===== config.mk =====
export PLATFORM = sky130hd
export DESIGN_NAME = pwm_multi_ch
export DESIGN_NICKNAME = d
export VERILOG_FILES = /design/src/rtl/pwm_multi_ch.sv
export SDC_FILE = /design/constraint.sdc
export NUM_CORES = 1
export LEC_CHECK = 0
export CAP_MARGIN = 10
export CORE_MARGIN = 1
export CORE_UTILIZATION = 60
export DETAILED_ROUTE_END_ITERATION = 12
export GPL_ROUTABILITY_DRIVEN = 0
export PLACE_DENSITY = 0.79
export SKIP_CTS_REPAIR_TIMING = 1
export SLEW_MARGIN = 15
export SYNTH_ARGS = -nofsm -noshare
export SYNTH_HDL_FRONTEND = slang
export SYNTH_SLANG_ARGS = --single-unit

===== constraint.sdc =====
create_clock -name clk -period 14.1 [get_ports clk]
set_input_delay 2.82 -clock clk [delete_from_list [all_inputs] [get_ports clk]]
set_output_delay 2.82 -clock clk [all_outputs]
set_load 0.02 [all_outputs]

===== src/rtl/pwm_multi_ch.sv =====
// pwm_multi_ch: multi-channel PWM generator.
// A shared down-counting timebase runs P, P-1 .. 0 and repeats.
// Each channel has a set compare (CMPH) and a clear compare (CMPL).
// The period and compare values are written into shadow registers and
// copied to the active set only at the period boundary (tb==0 with en high).
// Optional feature macro: PWM_DEADTIME_EN
//   When defined, the I/Q outputs get a dead-band of DEAD cycles on their rising edges.
//   When undefined, pwmI follows r and pwmQ follows ~r, each with one cycle of latency.
module pwm_multi_ch #(
  parameter int WIDTH   = 18,
  parameter int NCH     = 4,
  parameter int PRD_RST = 8,
  parameter int DEAD    = 2,
  localparam int ADDR_W = $clog2(2*NCH+1)
) (
  input  logic              clk,
  input  logic              rst,
  input  logic              en,
  input  logic              wr_en,
  input  logic [ADDR_W-1:0] wr_addr,
  input  logic [WIDTH-1:0]  wr_data,
  output logic [WIDTH-1:0]  tb,
  output logic              prd_strobe,
  output logic [NCH-1:0]    pwmI,
  output logic [NCH-1:0]    pwmQ
);

  // Out-of-range parameters are caught when the design is elaborated.
  if (NCH < 1 || NCH > 16 || DEAD < 1 || DEAD > 255) begin : g_param_check
    $error("pwm_multi_ch: NCH must be 1..16 and DEAD must be 1..255");
  end

  logic [WIDTH-1:0] prd_sh;
  logic [WIDTH-1:0] prd_act;
  logic [WIDTH-1:0] cmph_sh  [NCH];
  logic [WIDTH-1:0] cmpl_sh  [NCH];
  logic [WIDTH-1:0] cmph_act [NCH];
  logic [WIDTH-1:0] cmpl_act [NCH];
  logic [NCH-1:0]   r;
  logic [NCH-1:0]   r_nxt;
  logic             boundary;

  assign boundary = en && (tb == '0);

  // Timebase counts down and reloads from the period shadow at the boundary.
  always_ff @(posedge clk or posedge rst) begin
    if (rst) begin
      tb         <= '0;
      prd_act    <= WIDTH'(PRD_RST);
      prd_strobe <= 1'b0;
    end else begin
      prd_strobe <= boundary;
      if (en) begin
        tb <= boundary ? prd_sh : tb - WIDTH'(1);
      end
      if (boundary) begin
        prd_act <= prd_sh;
      end
    end
  end

  // Register writes only ever touch the shadow copies; unknown addresses are dropped.
  always_ff @(posedge clk or posedge rst) begin
    if (rst) begin
      prd_sh <= WIDTH'(PRD_RST);
      for (int n = 0; n < NCH; n++) begin
        cmph_sh[n] <= '0;
        cmpl_sh[n] <= '0;
      end
    end else if (wr_en) begin
      if (wr_addr == '0) begin
        prd_sh <= wr_data;
      end
      for (int n = 0; n < NCH; n++) begin
        if (int'(wr_addr) == 2*n + 1) cmph_sh[n] <= wr_data;
        if (int'(wr_addr) == 2*n + 2) cmpl_sh[n] <= wr_data;
      end
    end
  end

  // Active compares are loaded from the pre-write shadows at the boundary.
  always_ff @(posedge clk or posedge rst) begin
    if (rst) begin
      for (int n = 0; n < NCH; n++) begin
        cmph_act[n] <= '0;
        cmpl_act[n] <= '0;
      end
    end else if (boundary) begin
      for (int n = 0; n < NCH; n++) begin
        cmph_act[n] <= cmph_sh[n];
        cmpl_act[n] <= cmpl_sh[n];
      end
    end
  end

  // Next raw channel state: clear has priority over set, compares beyond the period never hit.
  always_comb begin
    r_nxt = r;
    for (int n = 0; n < NCH; n++) begin
      if (!en) begin
        r_nxt[n] = 1'b0;
      end else if ((tb == cmpl_act[n]) && (cmpl_act[n] <= prd_act)) begin
        r_nxt[n] = 1'b0;
      end else if ((tb == cmph_act[n]) && (cmph_act[n] <= prd_act)) begin
        r_nxt[n] = 1'b1;
      end
    end
  end

  // Raw channel state register.
  always_ff @(posedge clk or posedge rst) begin
    if (rst) begin
      r <= '0;
    end else begin
      r <= r_nxt;
    end
  end

`ifdef PWM_DEADTIME_EN
  localparam int CW = $clog2(DEAD + 1);

  logic [CW-1:0] dcnt [NCH];

  // Dead-band: an output rises only once r has held its level for DEAD cycles; falls are immediate.
  always_ff @(posedge clk or posedge rst) begin
    if (rst) begin
      pwmI <= '0;
      pwmQ <= '0;
      for (int n = 0; n < NCH; n++) begin
        dcnt[n] <= '0;
      end
    end else begin
      for (int n = 0; n < NCH; n++) begin
        if (r_nxt[n] != r[n]) begin
          dcnt[n] <= '0;
        end else if (dcnt[n] != CW'(DEAD)) begin
          dcnt[n] <= dcnt[n] + CW'(1);
        end
        pwmI[n] <= en &&  r[n] && (dcnt[n] == CW'(DEAD));
        pwmQ[n] <= en && !r[n] && (dcnt[n] == CW'(DEAD));
      end
    end
  end
`else
  assign pwmI = r;

  // Complementary output tracks ~r with the same latency and is held low while disabled.
  always_ff @(posedge clk or posedge rst) begin
    if (rst) begin
      pwmQ <= '0;
    end else begin
      pwmQ <= en ? ~r_nxt : '0;
    end
  end
`endif

endmodule


==> impl_metrics.toml <==
[yosys]
yosys.cell_types.count = 50
synth_seq_cells = 351
seq_area_frac_synth_pct = 48.0
synth_nets = 1960
yosys-top-cells-area = "dfrtp_1, mux2_2, nand2_1, ha_1, xor2_1"
mappedNetlistArea_mm2 = 0.0183
synth_flop_cell = "dfrtp_1"
ys_warn_count = 0
syn_inst = 1789
yosysTopAreaCellShare_pct = 47.7
ys_async_sr_fraction_pct = 100
synth_area_per_cell_um2 = 10.2
synth_edf_count = 0
yosys.area.top_type = "dfrtp_1"

[sta]
setup_tns_ns = 0
setup_violations = 0
clock.fmax_mhz = 179
drv_slew = 0
rsz0062_at_grt = "false"
slew_headroom_pct = 20.4
report.final.hold_viol_count = 0
finalClockSkew_ns = 0.0154
finalCriticalPeriod_ns = 5.58
period_share_pct = 39.6
worst_pin_slew_ns = 1.19

[place]
io_buffer_count = 52
hpwl_um = 33700

[floorplanning]
die_height_um = 177
coreArea_mm2 = 0.0298
die_area_mm2 = 0.0312
io_pins = 53
initial_utilization_pct = 61.4
fp.dieW_um = 177
row_count = 63

[setup_path]
r2r_cells = 10
path_class = "in -> reg"
critPathLaunchType = "input port"
cp_max_fo = 103
worstSetupEndpointType = "flop"
critPathArrivalTime_ns = 5.97
required_ns = 14.48

[cts]
clkLatencyLatePin_ns = 0.53
cts.htree.levels = 2
cts_sinks = 351
cts_buffers = 38
path_clk_slew_ns = 0.06
cts_tree = "yes"
root_buffer = "clkbuf_16"
clockBufferDepth = 3

[drt]
wl_per_cell_um = 21.9
dr.first_iter.drc_count = 1036
vias = 13900
vias_per_cell = 6.20
drc = 0
routed_wl_um = 48900
first_pass_iters = 7
postRouteAntennaNets = 0

[final_layout]
areaGrowthSynthToFinish_pct = 11.6
nets = 1989
fin_util_pct = 68.6
drive_gt1_share_pct = 13.8
num_antenna_cells = 0

[hold_path]
worstHoldPathCells = 2
hold_path_class = "reg -> reg"

[power]
power_density_mw_per_mm2 = 132
p_seq_share_pct = 46.6
p_sw_share_pct = 27.5
power_frac_clock_pct = 38.3
p_leak_nw = 10.1
p_int_w = 0.00196
p_sw_w = 0.000742
power_frac_comb_pct = 15.2
vdd_drop_max_v = 0.000139

[run_status]
status = "finished clean"

[grt]
track_usage_pct = 32.5
grt_max_degree = 148
antenna_found_initial = 0
grt-ovfl-total = 0
first_global_vias = 14200
grt_first_pass_wirelength_um = 76700

[job]
cap_violations = 0
-- final cells by class --
type	instances	area [um2]
Inverter	47	184
Sequential cell	351	8790
Timing Repair Buffer	69	648
Clock buffer	55	1170
Clock inverter	13	146
Tap cell	390	488
Fill cell	2239	9370
Multi-Input combinational cell	1311	9010
-- cells in the mapped netlist (5+ instances only) --
cell type    n
xnor2_1     70
nor2_1      33
a211oi_1    19
and2_1       5
nor4_1      25
a221o_1      5
nand2_1    485
nor3_1      18
or4_1        5
dfrtp_1    349
nand2b_1    10
a21oi_1     47
a221oi_1     5
inv_1       47
nand3b_1     5
nand3_1     27
buf_1       10
clkbuf_1    30
buf_2       37
xor2_1      74
o21ai_0     72
nand4_1     36
and4_1      12
a2111oi_0    7
ha_1       145
mux2_2     162
-- critical path: stages --
cell and delay [ns]:
clkdlybuf4s50_1 0.46, buf_4 0.34, nand2b_1 0.13, or4_4 0.52
or3_4 0.61, buf_4 0.54, o211ai_1 0.34, o21ai_0 0.14
-- metal layers --
layer  vias to the layer above  track usage (%)  part of all wire (%)
met1                      6880             41.6                    40
li1                       6204                -                     -
met4                         0             17.7                   5.5
met5                         -                0                     0
met2                       591             52.8                    48
met3                       196             5.37                   6.8
-- final timing paths --
check                                 start            to  slack [ns]
min in group asynchronous               rst    cmpl_sh[4]        2.93
worst min-delay path            cmpl_sh[33]  cmpl_act[33]        0.46
worst max-delay path                     en         tb[1]        8.52
worst max register to register        tb[1]         tb[5]        9.94
max in group asynchronous               rst  cmph_act[67]        8.77
worst min register to register  cmpl_sh[33]  cmpl_act[33]        0.46
-- sequential cells by signal (all words and copies together) (netlist names), 4 cells and up --
signal and count:
cmpl_sh 72, cmph_act 72, pwmI 4, pwmQ 4, prd_act 18, cmpl_act 72
cmph_sh 72, tb 18, prd_sh 18
-- placed cells by master (no fill, tap or decap), types with 3 or more instances in the layout --
master           count
mux2_2             162
o221ai_1             4
clkdlybuf4s50_1     52
a211oi_1            19
nand4_1             36
xnor2_1             70
and4_1              12
xor2_1              74
nand2_1            485
nand3_1             27
and2_1               5
clkbuf_8             9
a41oi_1              3
clkbuf_1             5
nor4_1              25
a2111oi_0            7
a21oi_1             47
inv_1               46
nor3_1              17
a22o_1               3
or4_1                5
bufinv_16            3
a221o_1              5
a21o_1               3
nor2_1              32
a221oi_1             5
nand3b_1             5
clkbuf_16           41
ha_1               145
nand2b_1            10
buf_4               17
clkinv_2             8
o21ai_0             72
dfrtp_1            349
o211ai_1             4
-- power by group through the flow --
| stage | Sequential [W] | Clock (W) | Combinational, W |
|---|---|---|---|
| detailed placement | 0.00127 | 0 | 0.000401 |
| global route | 0.00127 | 0.00109 | 0.000440 |
| global placement | 0.00126 | 0 | 0.000385 |
| finish | 0.00126 | 0.00103 | 0.000409 |
| CTS | 0.00125 | 0.00104 | 0.000403 |
| floorplan | 0.00122 | 0 | 0.000293 |
-- per-stage QoR --
step           hold slack, ns  power, W  std cells  worst slack (ns)  instance area, um2
2_1_floorplan           0.440   0.00151       1789              1.55               18300
3_3_place_gp            0.448   0.00165       2168              8.08               19100
3_5_place_dp            0.456   0.00167       2168              8.02               19100
4_1_cts                 0.466   0.00270       2236              8.54               20400
5_1_grt                 0.477   0.00280       2236              8.27               20400
6_report                0.460   0.00270       2236              8.52               20400
-- logic make-up after synthesis --
| kind of cell | share of synthesized area, % |
|---|---|
| fa+ha+maj | 9.91 |
| simple gates | 16.1 |
| compound gates | 6.12 |
| flops | 48.0 |
| mux | 9.97 |
| xor+xnor | 6.89 |
| buf+inv | 2.98 |
(Power assumes the default switching activity.)
